### src/rtl/ram_arb_pkg.sv
// Shared definitions for the RAM arbiter: FSM state encoding and the
// id-width helper used to size requester indices.
package ram_arb_pkg;

    typedef enum logic [1:0] {
        S_IDLE  = 2'd0,
        S_ISSUE = 2'd1,
        S_RESP  = 2'd2
    } state_t;

    // Bits needed to index n requesters; never less than 1.
    function automatic int unsigned clog2(input int unsigned n);
        for (int unsigned w = 1; w < 32; w++) begin
            if ((32'd1 << w) >= n) return w;
        end
        return 32;
    endfunction

endpackage

### src/rtl/ram_arb_picker.sv
// Combinational winner selection for the RAM arbiter.
// Macro RAM_ARB_RR_EN: defined -> search starts at ptr and wraps (round robin);
//                      undefined -> lowest requesting index wins, no ptr port.
// Ports:
//   req       in   pending requests
//   ptr       in   search start index (RAM_ARB_RR_EN only)
//   winner_c  out  one-hot winner, all zero when no request
//   idx_c     out  winner index, zero when no request
module ram_arb_picker #(
    parameter int unsigned NUM_REQ = 2,
    parameter int unsigned ID_W    = 1
) (
    input  logic [NUM_REQ-1:0] req,
`ifdef RAM_ARB_RR_EN
    input  logic [ID_W-1:0]    ptr,
`endif
    output logic [NUM_REQ-1:0] winner_c,
    output logic [ID_W-1:0]    idx_c
);

    logic            found;
    int unsigned     j;
    logic [ID_W-1:0] jj;

    // First requester found in search order wins.
    always_comb begin
        winner_c = '0;
        idx_c    = '0;
        found    = 1'b0;
        j        = 0;
        jj       = '0;
        for (int unsigned k = 0; k < NUM_REQ; k++) begin
`ifdef RAM_ARB_RR_EN
            j = (32'(ptr) + k) % NUM_REQ;
`else
            j = k;
`endif
            jj = ID_W'(j);
            if (!found && req[jj]) begin
                found = 1'b1;
                idx_c = jj;
            end
        end
        winner_c[idx_c] = found;
    end

endmodule

### src/rtl/ram_arbiter.sv
// Shares one synchronous RAM between NUM_REQ requesters. Each accepted
// command is a single-beat read or write; reads return data with a one-cycle
// rvalid strobe two cycles after the grant.
// Macro RAM_ARB_RR_EN: defined -> round-robin arbitration; undefined -> fixed
// priority (lowest index wins).
// Ports:
//   clk, rst_n            clock, asynchronous active-low reset
//   req, we, addr, wdata  per-requester command (addr/wdata packed, slice i = requester i)
//   gnt                   one-hot pulse during the cycle the command is on the RAM
//   rvalid, rdata         one-hot read-return strobe and shared read data
//   busy                  arbiter not idle
//   ram_Din, ram_addr, ram_writeEn, ram_read   RAM command, zero outside ISSUE
//   ram_Dout              RAM read data, valid the cycle after the read edge
module ram_arbiter
    import ram_arb_pkg::*;
#(
    parameter int unsigned ADDR_WIDTH = 10,
    parameter int unsigned DATA_WIDTH = 32,
    parameter int unsigned NUM_REQ    = 2
) (
    input  logic                          clk,
    input  logic                          rst_n,
    input  logic [NUM_REQ-1:0]            req,
    input  logic [NUM_REQ-1:0]            we,
    input  logic [NUM_REQ*ADDR_WIDTH-1:0] addr,
    input  logic [NUM_REQ*DATA_WIDTH-1:0] wdata,
    output logic [NUM_REQ-1:0]            gnt,
    output logic [NUM_REQ-1:0]            rvalid,
    output logic [DATA_WIDTH-1:0]         rdata,
    output logic                          busy,
    output logic [DATA_WIDTH-1:0]         ram_Din,
    output logic [ADDR_WIDTH-1:0]         ram_addr,
    output logic                          ram_writeEn,
    output logic                          ram_read,
    input  logic [DATA_WIDTH-1:0]         ram_Dout
);

    localparam int unsigned ID_W = clog2(NUM_REQ);

    state_t                 state_q, state_d;
    logic [ID_W-1:0]        id_q, id_d;
    logic                   we_q, we_d;
    logic [NUM_REQ-1:0]     gnt_d, rvalid_d;
    logic [DATA_WIDTH-1:0]  rdata_d, din_d;
    logic [ADDR_WIDTH-1:0]  raddr_d;
    logic                   wen_d, rd_d, busy_d;
    logic [NUM_REQ-1:0]     win_oh;
    logic [ID_W-1:0]        win_idx;

`ifdef RAM_ARB_RR_EN
    logic [ID_W-1:0]        ptr_q, ptr_d;
`endif

    ram_arb_picker #(
        .NUM_REQ (NUM_REQ),
        .ID_W    (ID_W)
    ) u_picker (
        .req      (req),
`ifdef RAM_ARB_RR_EN
        .ptr      (ptr_q),
`endif
        .winner_c (win_oh),
        .idx_c    (win_idx)
    );

    // Next state and next values of every registered output.
    always_comb begin
        state_d  = state_q;
        id_d     = id_q;
        we_d     = we_q;
        gnt_d    = '0;
        rvalid_d = '0;
        rdata_d  = rdata;
        din_d    = '0;
        raddr_d  = '0;
        wen_d    = 1'b0;
        rd_d     = 1'b0;
`ifdef RAM_ARB_RR_EN
        ptr_d    = ptr_q;
`endif
        case (state_q)
            S_IDLE: begin
                if (|req) begin
                    state_d = S_ISSUE;
                    id_d    = win_idx;
                    we_d    = we[win_idx];
                    gnt_d   = win_oh;
                    raddr_d = addr[32'(win_idx)*ADDR_WIDTH +: ADDR_WIDTH];
                    din_d   = wdata[32'(win_idx)*DATA_WIDTH +: DATA_WIDTH];
                    wen_d   = we[win_idx];
                    rd_d    = ~we[win_idx];
`ifdef RAM_ARB_RR_EN
                    ptr_d   = (win_idx == ID_W'(NUM_REQ - 1)) ? '0 : win_idx + ID_W'(1);
`endif
                end
            end
            S_ISSUE: begin
                state_d = we_q ? S_IDLE : S_RESP;
            end
            S_RESP: begin
                rdata_d        = ram_Dout;
                rvalid_d[id_q] = 1'b1;
                state_d        = S_IDLE;
            end
            default: begin
                state_d = S_IDLE;
            end
        endcase
        busy_d = (state_d != S_IDLE);
    end

    // State, command and output registers; reset drops the RAM strobes at once.
    always_ff @(posedge clk or negedge rst_n) begin
        if (!rst_n) begin
            state_q     <= S_IDLE;
            id_q        <= '0;
            we_q        <= 1'b0;
            gnt         <= '0;
            rvalid      <= '0;
            rdata       <= '0;
            busy        <= 1'b0;
            ram_Din     <= '0;
            ram_addr    <= '0;
            ram_writeEn <= 1'b0;
            ram_read    <= 1'b0;
        end else begin
            state_q     <= state_d;
            id_q        <= id_d;
            we_q        <= we_d;
            gnt         <= gnt_d;
            rvalid      <= rvalid_d;
            rdata       <= rdata_d;
            busy        <= busy_d;
            ram_Din     <= din_d;
            ram_addr    <= raddr_d;
            ram_writeEn <= wen_d;
            ram_read    <= rd_d;
        end
    end

`ifdef RAM_ARB_RR_EN
    // Round-robin search start.
    always_ff @(posedge clk or negedge rst_n) begin
        if (!rst_n) ptr_q <= '0;
        else        ptr_q <= ptr_d;
    end
`endif

endmodule

### config.mk
export PLATFORM = sky130hd
export DESIGN_NAME = ram_arbiter
export DESIGN_NICKNAME = d
export VERILOG_FILES = /design/src/rtl/ram_arb_pkg.sv /design/src/rtl/ram_arb_picker.sv /design/src/rtl/ram_arbiter.sv
export SDC_FILE = /design/constraint.sdc
export NUM_CORES = 1
export LEC_CHECK = 0
export ABC_AREA = 0
export CAP_MARGIN = 20
export CORE_UTILIZATION = 36
export DETAILED_ROUTE_END_ITERATION = 6
export GPL_ROUTABILITY_DRIVEN = 0
export PLACE_DENSITY = 0.86
export SYNTH_ARGS = -nofsm -noshare
export SYNTH_HDL_FRONTEND = slang
export SYNTH_SLANG_ARGS = --single-unit
### constraint.sdc
create_clock -name clk -period 1.5 [get_ports clk]
set_input_delay 0.225 -clock clk [delete_from_list [all_inputs] [get_ports clk]]
set_output_delay 0.225 -clock clk [all_outputs]
set_load 0.02 [all_outputs]
==> impl_metrics.ini <==
[logic_synthesis]
syn_area_sq_um = 3129
muxShareOfSynthArea = 0.1216
synth_top_family_by_area = compound AO/OA/AOI/OAI gates
ys.warnings.count = 0
ys_seq_elements = 85
synth_compound_area_frac = 0.1236
synthAdderAreaFrac = 0
yosys.area_share.simple = 0.02679
synth_xor_area_frac = 0
synth_cell_types = 17
yosysSeqAreaShare = 0.6797
syn_nets = 313
syn_inst = 191
avgSynthCellArea_sq_um = 16.38

[drt]
m1WireLength_mm = 2.948
routed-wl-met3_um = 824
drc = 0
postRouteAntennaNets = 0
wl_met2_mm = 3.838
first_iter_violations = 65
dr.pass1.iters = 4
totalWireLength_mm = 7.719
vias = 2397
post_drt_wl_per_cell_um = 15.17
topRoutingLayerUsed = met4
via_per_inst = 4.709

[power]
peakVddDrop_v = 0.0007650
power_mw = 8.915
power.density_nw_per_um2 = 1673
p_leak_nw = 2.556

[placed_design]
post-place-ws_ns = -0.01855
place_area_sq_um = 5243
numPortBuffers = 202
dp_hpwl_mm = 5.804

[worst_setup_path]
required_ns = 1.72
crit_path_end_kind = register
crit_family = flip-flops
crit_path_top_delay_cell = dfrtp_1
path_cells = nand2b_1 -> buf_12 -> mux2_1
crit_arrival_ns = 1.52
worst-path-buf-inv = 1
critPathMaxFanout = 34
slowest_delay_ns = 0.43
path_class = register to register
start_kind = register

[timing]
clock_skew_ns = 0.008509
worst_pin_slew_ns = 0.4439
grt_setup_unrepaired = no
hold_viol = 0
finalCritPeriodShare = 0.8702
fin_crit_ns = 1.305
drv_slew = 0
relSlewSlack = 0.7041
finalSetupViolations = 0
fin_ws_ns = 0.1946
clock.fmax_mhz = 766.1

[final_layout]
diodes = 0
fill_cells = 654
nNetsFinal = 521
drive_gt1_frac = 0.07426
mostFrequentLayoutCells = clkdlybuf4s50_1, dfrtp_1, dlygate4sd2_1
syn_to_final_growth_pct = 70.29
regArea_sq_um = 2127
multiInputGateArea_sq_um = 850.8
final_area_sq_um = 5329
final_common_cell = clkdlybuf4s50_1

[die]
die_w_um = 95.23
initial_core_util = 0.3771
rows = 33
dieArea_sq_um = 9069
die_h_um = 95.23
core_area_sq_um = 8299
num_io_pins = 203

[run]
cap_violations = 0

[run_status]
outcome = finished, final reports clean

[cts]
cts.sinks = 85
clk_pin_slew_ns = 0.08
cts_root_buf = clkbuf_8
cts_buffer_depth = 2
clk-insertion-delay-late_ns = 0.35
post_cts_buffers = 0
cts_tree = done
htreeDepth = 3
numCtsBuffers = 9

[global_route]
grt_start_max_net_pins = 86
grt_pass1_vias = 2469
grt-ovfl-total = 0
antenna_found_initial = 0
grt_pass1_wl_mm = 11.55
grt_usage = 0.1719

[hold_path]
hold_path.class = primary input to asynchronous set/reset pin
[tightest hold or removal path, delay by kind of cell]
family / cells / cell delay (ns)
buffers and inverters: 3 / 0.97
[cell usage after synthesis (all sizes together)]
library cell | instances | area share
buf | 13 | 0.045
dfrtp | 85 | 0.68
inv | 3 | 0.0036
nor2 | 5 | 0.0060
nand2b | 2 | 0.0040
and2 | 1 | 0.0028
nor4b | 1 | 0.0076
o21ai | 1 | 0.0016
a21oi | 1 | 0.0016
a22o | 42 | 0.12
nor2b | 2 | 0.0040
mux2i | 2 | 0.0064
mux2 | 32 | 0.12
nor3b | 1 | 0.0024
[final timing paths]
check | from | endpoint | slack (ns) | cells past startpoint
hold / removal | rst_n | rdata[13] | 0.43 | 3
max in group asynchronous | rst_n | ram_Din[21] | 0.70 | 3
setup reg to reg | state_q[0] | rdata[9] | 0.19 | 3
hold reg to reg | we_q | state_q[1] | 0.44 | 1
setup / recovery | state_q[0] | rdata[9] | 0.19 | 3
min in group clk | we_q | state_q[1] | 0.44 | 1
[metrics by stage]
stage | hold slack, ns | instances | util | TNS [ns]
after global placement | 0.2836 | 492 | 0.6317 | 0
after global routing | 0.4499 | 509 | 0.6421 | 0
after floorplan | -0.07059 | 191 | - | 0
final | 0.4292 | 509 | 0.6421 | 0
after detailed placement | 0.2943 | 492 | 0.6317 | -0.1814
after CTS | 0.4493 | 509 | 0.6421 | 0
[state kept, by name, summed over array words and instances (netlist names)]
name and flops:
id_q 1, rvalid 2, ram_writeEn 1, ram_Din 32
gnt 2, ram_addr 10, busy 1, ram_read 1
we_q 1, rdata 32, state_q 2
[repair_timing]
item                                    CTS  global route
gates resized for setup                  81             0
endpoints found under the hold margin    85             0
endpoints found under the setup margin   81             0
hold buffers                              1             0
[layout make-up]
| type | count | share of cell area |
|---|---|---|
| clock buffers | 12 | 0.02911 |
| multi-input cells | 90 | 0.1597 |
| inverters | 3 | 0.002113 |
| clock inverters | 4 | 0.004226 |
| well taps | 105 | 0.02465 |
| repair buffers | 210 | 0.3811 |
| flip-flops and latches | 85 | 0.3992 |
[layer usage]
| layer | GRT usage | vias to the layer above |
|---|---|---|
| li1 | - | 1109 |
| met1 | 0.1898 | 1141 |
| met2 | 0.2940 | 137 |
| met3 | 0.06699 | 10 |
| met4 | 0.07197 | 0 |
| met5 | 0 | - |
[power breakdown]
part | internal [mW] | switching [mW] | leakage [nW]
clock | 0.685 | 0.770 | 0.0921
combinational | 1.85 | 2.10 | 1.40
sequential | 3.16 | 0.347 | 1.07
[cells by family (layout without fill, tap and decap cells)]
group | count (synthesis) | count (layout)
compound gates | 44 | 44
flops | 85 | 85
buf+inv | 16 | 229
simple gates | 12 | 12
mux | 34 | 34
Note: power is estimated with default switching activity, not from simulation.
